==> config.mk <==
export PLATFORM = sky130hd
export DESIGN_NAME = fetch_stage
export DESIGN_NICKNAME = d
export VERILOG_FILES = /design/src/rtl/fetch_stage.sv
export SDC_FILE = /design/constraint.sdc
export NUM_CORES = 1
export LEC_CHECK = 0
export BUFFER_PORTS_ARGS = -buffer_cell sky130_fd_sc_hd__buf_2
export CELL_PAD_IN_SITES_DETAIL_PLACEMENT = 0
export CELL_PAD_IN_SITES_GLOBAL_PLACEMENT = 2
export CORE_MARGIN = 1.5
export CORE_UTILIZATION = 31
export DETAILED_ROUTE_END_ITERATION = 10
export HOLD_SLACK_MARGIN = 0.06
export MAX_ROUTING_LAYER = met4
export PLACE_DENSITY_LB_ADDON = 0.1
export SLEW_MARGIN = 20
export SYNTH_ARGS = -nofsm -noshare
export SYNTH_HDL_FRONTEND = slang
export SYNTH_SLANG_ARGS = --single-unit
==> constraint.sdc <==
create_clock -name clk -period 7.04 [get_ports clk]
set_input_delay 1.408 -clock clk [delete_from_list [all_inputs] [get_ports clk]]
set_output_delay 1.408 -clock clk [all_outputs]
set_load 0.1 [all_outputs]
==> src/rtl/fetch_stage.sv <==
// Instruction fetch stage: PC register, next-PC selection and the IF/ID pipeline register.
// Latency: one cycle from imem_addr to if_id_instr; stall holds PC and IF/ID, while a redirect or flush inserts a bubble.
module fetch_stage #(
  parameter logic [31:0] RESET_PC = 32'h0000_0000,
  parameter logic [31:0] NOP_WORD = 32'h0000_0000
) (
  input  logic        clk,
  input  logic        reset,
  input  logic        stall,
  input  logic        flush,
  input  logic        branch_taken,
  input  logic [31:0] branch_target,
  output logic [31:0] imem_addr,
  input  logic [31:0] imem_data,
  output logic [31:0] if_id_instr,
  output logic [31:0] if_id_pc,
  output logic [31:0] if_id_pc_plus4,
  output logic        if_id_valid,
  output logic [31:0] fetch_count
);

  // The PC stays word aligned, including straight out of reset.
  localparam logic [31:0] RESET_PC_ALIGNED = {RESET_PC[31:2], 2'b00};

  logic [31:0] pc_q, pc_d;
  logic [31:0] pc_plus4;
  logic [31:0] instr_q, instr_d;
  logic [31:0] id_pc_q, id_pc_d;
  logic [31:0] id_pc4_q, id_pc4_d;
  logic        valid_q, valid_d;
  logic [31:0] count_q, count_d;

  assign pc_plus4 = pc_q + 32'd4;

  always_comb begin
    pc_d = pc_q;
    if (branch_taken) begin
      pc_d = {branch_target[31:2], 2'b00};
    end else if (!stall) begin
      pc_d = pc_plus4;
    end
  end

  // A redirect or flush squashes the word entering IF/ID even when decode is stalled.
  always_comb begin
    instr_d  = instr_q;
    id_pc_d  = id_pc_q;
    id_pc4_d = id_pc4_q;
    valid_d  = valid_q;
    count_d  = count_q;
    if (branch_taken || flush) begin
      instr_d  = NOP_WORD;
      id_pc_d  = pc_q;
      id_pc4_d = pc_plus4;
      valid_d  = 1'b0;
    end else if (!stall) begin
      instr_d  = imem_data;
      id_pc_d  = pc_q;
      id_pc4_d = pc_plus4;
      valid_d  = 1'b1;
      count_d  = count_q + 32'd1;
    end
  end

  always_ff @(posedge clk or posedge reset) begin
    if (reset) begin
      pc_q     <= RESET_PC_ALIGNED;
      instr_q  <= NOP_WORD;
      id_pc_q  <= RESET_PC_ALIGNED;
      id_pc4_q <= RESET_PC_ALIGNED + 32'd4;
      valid_q  <= 1'b0;
      count_q  <= 32'd0;
    end else begin
      pc_q     <= pc_d;
      instr_q  <= instr_d;
      id_pc_q  <= id_pc_d;
      id_pc4_q <= id_pc4_d;
      valid_q  <= valid_d;
      count_q  <= count_d;
    end
  end

  assign imem_addr      = pc_q;
  assign if_id_instr    = instr_q;
  assign if_id_pc       = id_pc_q;
  assign if_id_pc_plus4 = id_pc4_q;
  assign if_id_valid    = valid_q;
  assign fetch_count    = count_q;

endmodule
==> results of run 1 <==
-- metal layers --
metal	wire length [µm]	track usage [%]
met1	9240	22.9
met2	9280	27.3
met3	1080	4.85
met4	144	4.30
met5	0	-
-- final timing paths --
| path | startpoint | to | slack [ns] | depth (start not counted) |
|---|---|---|---|---|
| setup / recovery | branch_taken | fetch_count[19]$_DFFE_PP0P_ | 3.70 | 8 |
| hold / removal | if_id_pc[31]$_DFFE_PP0P_ | if_id_pc[31]$_DFFE_PP0P_ | 0.46 | 2 |
| setup reg to reg | imem_addr[12]$_DFFE_PP0N_ | imem_addr[27]$_DFFE_PP0N_ | 4.46 | 5 |
| hold reg to reg | if_id_pc[31]$_DFFE_PP0P_ | if_id_pc[31]$_DFFE_PP0P_ | 0.46 | 2 |
| max in group asynchronous | reset | if_id_pc[3]$_DFFE_PP0P_ | 4.52 | 3 |
| min in group asynchronous | reset | if_id_instr[20]$_DFFE_PP0P_ | 1.20 | 2 |
-- sequential cells by signal, summed over array words and instances (netlist names) --
name / count
if_id_instr: 32
if_id_valid: 1
if_id_pc: 30
imem_addr: 30
if_id_pc_plus4: 30
fetch_count: 32
-- logic make-up after synthesis --
logic type	count (synthesis)
muxes	6
AOI/OAI and AO/OA	89
buffers and inverters	63
other	1
DFF	155
and+or+nand+nor	293
xor gates and xnor gates	88
adders and majority gates	2
-- layout make-up --
type,instances,area share [%]
timing repair buffer,226,12.8
clock inverter,14,2.06
multi-input combinational,484,32.6
clock buffer,17,4.76
antenna,3,0.0840
tap,285,3.99
sequential,155,43.4
inverter,5,0.266
-- critical path, stage by stage --
cell,delay (ns)
buf_2,0.09
buf_4,0.30
nor3_2,0.23
buf_4,0.41
nand3_1,0.35
nor4_1,0.53
nand3_1,0.16
xnor2_1,0.14
-- through the flow --
| step | total power, µW | hold slack [ns] |
|---|---|---|
| final | 2870 | 0.458 |
| after global routing | 2990 | 0.486 |
| after CTS | 2910 | 0.467 |
| after detailed placement | 1930 | 0.452 |
| after global placement | 1920 | 0.446 |
| after floorplan | 1770 | 0.765 |
-- power by group through the flow --
stage	Clock [µW]	Sequential (µW)	Combinational (µW)
after global placement	0	1060	861
after detailed placement	0	1070	863
after global routing	1040	1070	892
after floorplan	0	1600	167
after CTS	997	1050	864
final	964	1050	856
-- cells in the final DEF, fill, tap and decap left out, types with 2 or more instances in the layout --
cell	n
a21oi_1	2
a22o_1	32
and2_1	5
and3_1	3
and4_1	6
buf_2	221
buf_4	5
bufinv_16	3
clkbuf_16	17
clkinvlp_4	3
conb_1	6
dfrtp_1	154
diode_2	3
ha_1	2
inv_1	4
inv_6	6
inv_8	2
mux2_2	5
nand2_1	170
nand3_1	21
nand3b_1	2
nand4_1	19
nor2_1	20
nor3_1	13
nor3_2	10
nor4_1	5
nor4_2	3
nor4_4	3
o21ai_0	43
o21ai_1	10
or3_1	2
or4_1	3
xnor2_1	62
xor2_1	26
==> run metrics, run 1 <==
outcome=complete, no violations; CP max FO=58; Die Y=approximately 150 µm; main combinational cell family by area after synthesis=simple AND/OR/NAND/NOR gates; CTS tree=yes; Seq pwr share=36.6%; Initial Utilization=31.4%; synthesized area=7070 µm²; DP Wirelength=around 14 mm; fin crit share=47.5%; simple-gate share of the synthesized area=between 20% and 30%; die width=154 µm; most common cell in the netlist=nand2_1; post-DR wirelength/cell=16.6 µm; Finished Layout Cells=1189; Switch Pwr=1210 µW; crit end category=flip-flop; # hold bufs at CTS=0; fin worst setup slack=3.70 ns; Top Ports=230; combinational share of power=29.8%; gr ovfl total=0; Max VDD drop=0.000151 V; ys flop type=dfrtp_1; Yosys Warn Count=0; #FFs+latches synth=155; DP Cell Count=roughly 1200; Final ANT Viol Nets=0; Yosys cell types=42; port bufs=221; CP Launch Type=input port; Util after Layout=39.7%; Synth top area share=54.5%; Reg clk slew, reported paths=0.06 ns; Design Area, Final=8930 µm²; CTS resizes=0; main area contributors after synthesis=dfrtp_1 55%, nand2_1 9.1%, xnor2_1 7.7%, a22o_1 4.0%, xor2_1 3.2%; unrepaired setup endpoints after global routing=no; CTS Buffer Depth=2; xor-xnor portion of the synthesized cell area=between 10% and 20%; vias in the first global route=5515; 1st-iter DRT viols=255; post-synthesis sequential area ratio=54.9%; Layout Nets=960; RD Place Congestion=0.793; sw frac=42.2%; area of the multi-input gates=2910 µm²; CTS H-Tree Depth=4; Hold Fails Final Rpt=0; Post-Syn Instances=697; share of layout cells above drive strength 1=roughly a third; Placed Area=8320 µm²; Async SR Flop Fraction=100%; Num CTS Buffers=17; PD cells=321 nW/µm²; worst hold path type=reg -> reg; core area=22500 µm²; Root Buffer=clkbuf_16; clk sink count=155; gr usage total=about 18%; Finish-stage setup viols=0; register cell area after layout=3880 µm²; largest net degree at the start of global routing=100; total wire length=19.7 mm; Area Growth Syn to Fin=26.5%; clk_lat worst skew=0.42 ns; required time worst endpoint=roughly 7.3 ns; compound-cell area share of the yosys netlist=slightly above 8%; Post-synth top cells=171 x nand2_1, 154 x dfrtp_1, 62 x xnor2_1; worst rel slew slack=roughly two fifths; Adder-Cell Fraction of Synth Area=0.354%; max-cap viol count=0; cell-internal power=1660 µW; Final Critical Period=3.34 ns; Crit Path Category=in -> reg; antenna violations before repair=2; clock share of power=33.6%; Post-CTS Setup Inserts=0; Layout fillers=between 2000 and 2500; DP Worst Slack=3.26 ns; post-synthesis mux area share=0.939%; vias per cell=4.65; max-slew violation count=0; Synth area leader=dfrtp_1; static leakage=0.00428 µW; Via Count=~5500; skew final=0.0111 ns; FMAX=between 200 and 300 MHz; syn_area_per_cell=10.1 µm²; Tightest Pin Transition=a little over 0.9 ns; setup TNS=0 ns; first-pass GRT wire length=31.7 mm; first drt pass iteration count=8; # rows=55; Post-synth EDFFs=0; DRC violations left=0; die area=about 24000 µm²; Worst EP arrival=3.65 ns
No activity file was read; power rests on OpenSTA's default activity.
==> run 2, diff against run 1 <==
--- a/config.mk
+++ b/config.mk
@@ -9,7 +9,7 @@
 export CELL_PAD_IN_SITES_DETAIL_PLACEMENT = 0
 export CELL_PAD_IN_SITES_GLOBAL_PLACEMENT = 2
 export CORE_MARGIN = 1.5
-export CORE_UTILIZATION = 31
+export CORE_UTILIZATION = 28
 export DETAILED_ROUTE_END_ITERATION = 10
 export HOLD_SLACK_MARGIN = 0.06
 export MAX_ROUTING_LAYER = met4
==> constraint.sdc (replaced) <==
create_clock -name clk -period 2.7 [get_ports clk]
set_input_delay 0.54 -clock clk [delete_from_list [all_inputs] [get_ports clk]]
set_output_delay 0.54 -clock clk [all_outputs]
set_load 0.1 [all_outputs]
==> run 2 against run 1 <==
Compared with the run above: critical path type is now reg -> reg; critical endpoint is now imem_addr[27]$_DFFE_PP0N_; clock power rose to 2.6 times the previous value; first-iteration DRC count up 25%; combinational power rose to 2.7 times the previous value; die area up 10%.
==> run metrics, run 2 (synthesized netlist as in run 1, its figures left out) <==
outcome=complete, no violations; gr usage total=16.5%; largest net degree at the start of global routing=59; Reg2Reg Depth=5; cell-internal power=between 4000 and 5000 µW; CTS tree=yes; Root Buffer=clkbuf_16; die area=approximately 26000 µm²; die width=162 µm; CTS resizes=0; static leakage=0.00433 µW; worst reg2reg setup slack=0.52 ns; GR Layer Usage met3=about 3.8%; antenna violations before repair=2; first-pass GRT wire length=approximately 33 mm; share of layout cells above drive strength 1=33.9%; Num CTS Buffers=17; Via Count=5636; Crit Path Category=reg -> reg; Layout fillers=around 2600; reg2reg start=imem_addr[11]$_DFFE_PP0N_; met2 Use GR=25.8%; vias in the first global route=5903; # hold bufs at CTS=0; Finished Layout Cells=1242; sw frac=a little over two fifths; Area Growth Syn to Fin=28.9%; Final Critical Period=~2.2 ns; Switch Pwr=3180 µW; clock share of power=33.0%; RR Endpoint=imem_addr[27]$_DFFE_PP0N_; clk_lat worst skew=0.42 ns; total wire length=20.5 mm; Seq pwr share=36.6%; Worst EP arrival=2.48 ns; unrepaired setup endpoints after global routing=no; max-cap viol count=0; CTS H-Tree Depth=4; Hold Fails Final Rpt=0; DP Worst Slack=~0.32 ns; fin worst setup slack=0.521 ns; worst hold path type=in -> async; CP max stage cell=or4b_4; CTS Buffer Depth=2; Buf/Inv on CP=0; commonest non-fill, non-tap cell in the layout=buf_2; Initial Utilization=about 29%; skew final=0.0114 ns; Die Y=162 µm; port bufs=221; crit end category=flip-flop; required time worst endpoint=3.00 ns; combinational share of power=30.4%; worst-path cell chain=and4_4, or4b_4, nor4_2, xor2_1, mux2_2; hold_ws=between 0.08 and 0.09 ns; # rows=57; delay-heaviest family, CP=simple AND/OR/NAND/NOR gates; CP max FO=11; 1st-iter DRT viols=320; Layout Nets=between 900 and 1000; FMAX=459 MHz; DP Wirelength=14.8 mm; Finish-stage setup viols=0; first drt pass iteration count=4; Post-CTS Setup Inserts=0; commonest cells after routing, fill and taps aside=221 x buf_2, 170 x nand2_1, 144 x dfrtp_1, 62 x xnor2_1, 43 x o21ai_0; worst rel slew slack=46.3%; Largest stage delay, worst path=0.61 ns; gr ovfl total=0; Top Ports=230; Max VDD drop=around 0.00034 V; Final ANT Viol Nets=0; RD Place Congestion=0.780; vias per cell=4.54; gr busiest metal=met2; core area=24500 µm²; DRC violations left=0; met1 GRT Util=21.2%; DP Cell Count=1207; CP Launch Type=flip-flop; clk sink count=155; Reg clk slew, reported paths=0.07 ns; Critical Path Stages=5; Tightest Pin Transition=0.802 ns; max-slew violation count=0; setup TNS=0 ns; post-DR wirelength/cell=16.5 µm; fin crit share=between 80% and 90%; PD cells=approximately 820 nW/µm²
[run 2: cell types whose count changed in the layout (fill, tap and decap cells not counted), sizes merged]
cell	previous run	this run
buf	226	239
clkinvlp	3	4
clkinv	1	3
bufinv	3	2
inv	12	10
clkbuf	17	18
[run 2: layout make-up]
| class | count | area (µm²) | area share [%] |
|---|---|---|---|
| Clock buffer | 18 | 439 | 4.82 |
| Sequential cell | 155 | 3890 | 42.7 |
| Multi-Input combinational cell | 484 | 2910 | 32.0 |
| Clock inverter | 14 | 159 | 1.74 |
| Timing Repair Buffer | 239 | 1270 | 13.9 |
| Inverter | 5 | 22.5 | 0.247 |
| Tap cell | 324 | 405 | 4.45 |
| Antenna cell | 3 | 7.51 | 0.0824 |
[run 2: how the worst max path moves through the flow]
stage | startpoint | endpoint | slack (ns)
6_report | imem_addr[11]$_DFFE_PP0N_ | imem_addr[27]$_DFFE_PP0N_ | 0.52
4_1_cts | imem_addr[11]$_DFFE_PP0N_ | imem_addr[27]$_DFFE_PP0N_ | 0.51
2_1_floorplan | fetch_count[5]$_DFFE_PP0P_ | fetch_count[19]$_DFFE_PP0P_ | 0.02
3_3_place_gp | flush | fetch_count[22]$_DFFE_PP0P_ | 0.36
3_5_place_dp | flush | fetch_count[18]$_DFFE_PP0P_ | 0.32
5_1_grt | fetch_count[5]$_DFFE_PP0P_ | fetch_count[26]$_DFFE_PP0P_ | 0.28
[run 2: per-layer routing]
metal	vias to the layer above	share of wire (%)
met4	0	1.8
met3	22	5.7
met2	161	46
met1	2700	46
li1	2753	-
met5	-	0
[run 2: power groups by stage]
stage | clock (µW) | combinational, µW | sequential [µW]
final | 2460 | 2270 | 2730
after CTS | 2540 | 2290 | 2740
after floorplan | 0 | 436 | 4180
after global routing | 2640 | 2370 | 2770
after detailed placement | 0 | 2280 | 2780
after global placement | 0 | 2280 | 2770
[run 2: stage by stage]
stage | util, % | instance area, µm² | total power, µW
2_1_floorplan | - | 7100 | 4610
3_3_place_gp | 34.6 | 8500 | 5050
3_5_place_dp | 34.6 | 8500 | 5060
4_1_cts | 37.1 | 9100 | 7570
5_1_grt | 37.1 | 9100 | 7780
6_report | 37.1 | 9110 | 7460
==> run 3, diff against run 2 <==
==> constraint.sdc (replaced) <==
create_clock -name clk -period 1.8 [get_ports clk]
set_input_delay 0.36 -clock clk [delete_from_list [all_inputs] [get_ports clk]]
set_output_delay 0.36 -clock clk [all_outputs]
set_load 0.1 [all_outputs]
==> run 3 against run 2 <==
Compared with the run above: the flow now finishes with violations (setup timing); largest cell class unchanged; die area unchanged; first-iteration DRC count down 24%; critical path type unchanged; count of clock-buffer cells in the layout down 1; wire length up 2.7%; register-to-register slack worse by 0.67 ns; total power up 56%; final cell count up 5.6%; clock power up 57%; critical path depth up 1.
==> run metrics, run 3 (synthesized netlist as in run 1, its figures left out) <==
total wire length=21.1 mm; failing checks=setup timing; required time worst endpoint=between 2 and 2.5 ns; Finished Layout Cells=1312; RD Place Congestion=approximately 0.8; delay-heaviest family, CP=simple AND/OR/NAND/NOR gates; DP Cell Count=approximately 1300; 1st-iter DRT viols=244; DR WL met2=9.97 mm; CP max stage cell=or4b_4; Layout Nets=1046; PD cells=1130 nW/µm²; commonest cells after routing, fill and taps aside=211 x buf_2, 171 x nand2_1, 106 x dfrtp_1, 78 x buf_4, 62 x xnor2_1; Largest stage delay, worst path=around 0.51 ns; Util after Layout=41.9%; Crit Path Category=reg -> reg; Hold Fails Final Rpt=0; die area=26200 µm²; Top Ports=230; max-cap viol count=0; Buf/Inv on CP=1; port bufs=221; Root Buffer=clkbuf_16; Reg clk slew, reported paths=0.07 ns; crit end category=flip-flop; Worst EP arrival=2.26 ns; skew final=0.0230 ns; hold_ws=~0.13 ns; reg2reg start=imem_addr[10]$_DFFE_PP0N_; worst reg2reg setup slack=-0.14 ns; clk sink count=~160; Initial Utilization=28.8%; CTS Buffer Depth=2; clk_lat worst skew=0.43 ns; Finish-stage setup viols=12; # rows=57; sink of the worst hold path=imem_addr[9]$_DFFE_PP0N_; CTS H-Tree Depth=4; outcome=finished with violations; RR Endpoint=imem_addr[25]$_DFFE_PP0N_; antenna violations before repair=0; DP Wirelength=between 15 and 20 mm; worst-path cell chain=and4_4, or4b_4, buf_12, nor4_4, xor2_1, mux2_4; post-DR wirelength/cell=~16 µm; DP Worst Slack=-0.138 ns; worst hold path type=in -> reg; worst rel slew slack=62.3%; Final ANT Viol Nets=0; top layer in use=met4; Placed Area=9500 µm²; largest net degree at the start of global routing=65; first drt pass iteration count=4; fin worst setup slack=-0.144 ns; FMAX=514 MHz; DRC violations left=0; vias per cell=4.52; CP Launch Type=flip-flop; die width=~160 µm; Die Y=around 160 µm; fin crit share=108%; n_diodes=0; first-pass GRT wire length=34.1 mm; static leakage=approximately 0.005 µW; Hold Crit Start=branch_target[9]; Num CTS Buffers=17; Max VDD drop=between 0.0005 and 0.0006 V; gr ovfl total=0; Design Area, Final=10300 µm²; core area=24500 µm²; CP max FO=9; commonest non-fill, non-tap cell in the layout=buf_2; CTS tree=yes; Final Critical Period=1.94 ns; share of layout cells above drive strength 1=46.3%; Area Growth Syn to Fin=45.5%; hold path depth=3; Via Count=5936; vias in the first global route=6105; Metal-1 WL=around 9.6 mm; Reg2Reg Depth=6; met3 routed WL=around 1.2 mm; Tightest Pin Transition=0.565 ns; unrepaired setup endpoints after global routing=yes; gr usage total=approximately 17%; max-slew violation count=0
-- run 3: worst max-delay path by stage --
stage	from	to	slack, ns	depth (start not counted)
global placement	imem_addr[8]$_DFFE_PP0N_	imem_addr[25]$_DFFE_PP0N_	-0.11	6
detailed placement	imem_addr[10]$_DFFE_PP0N_	imem_addr[25]$_DFFE_PP0N_	-0.14	6
finish	imem_addr[10]$_DFFE_PP0N_	imem_addr[25]$_DFFE_PP0N_	-0.14	6
CTS	imem_addr[10]$_DFFE_PP0N_	imem_addr[25]$_DFFE_PP0N_	-0.14	6
floorplan	reset	fetch_count[0]$_DFFE_PP0P_	-0.68	1
global route	imem_addr[8]$_DFFE_PP0N_	imem_addr[25]$_DFFE_PP0N_	-0.19	6
-- run 3: where the power goes --
group          internal (µW)  switching [µW]
Combinational            689            3060
Clock                   2230            1620
Sequential              3800             235
-- run 3: worst min-delay path: stages --
cell and delay, ns:
buf_2 0.08, nand2_1 0.04, o21ai_0 0.06
-- run 3: final cells by class --
type,instances,area (µm²)
clock buffers,17,425
clock inverters,15,201
well taps,324,405
inverters,5,22.5
multi-input cells,484,3320
flip-flops and latches,155,3940
fillers,2457,14300
repair buffers,312,1970
-- run 3: through the flow --
step                power [µW]  TNS [ns]
finish                   11600    -0.635
global route             12100     -1.79
CTS                      11800    -0.695
detailed placement        7870    -0.611
global placement          7830    -0.461
floorplan                 7060   -102.93
-- run 3: what timing repair did --
action                                 4_1_cts  5_1_grt
buffers inserted                             2        4
resized for setup                            8       19
setup endpoints to repair                   21       38
pin swaps                                    3       13
hold buffers                                 1        0
endpoints found under the hold margin        5        0
gates cloned                                 0        0
-- run 3: routing by layer --
| metal | track usage (%) | vias up |
|---|---|---|
| met4 | 4.50 | 0 |
| met3 | 3.83 | 20 |
| li1 | - | 2888 |
| met5 | - | - |
| met2 | 27.3 | 180 |
| met1 | 22.1 | 2848 |
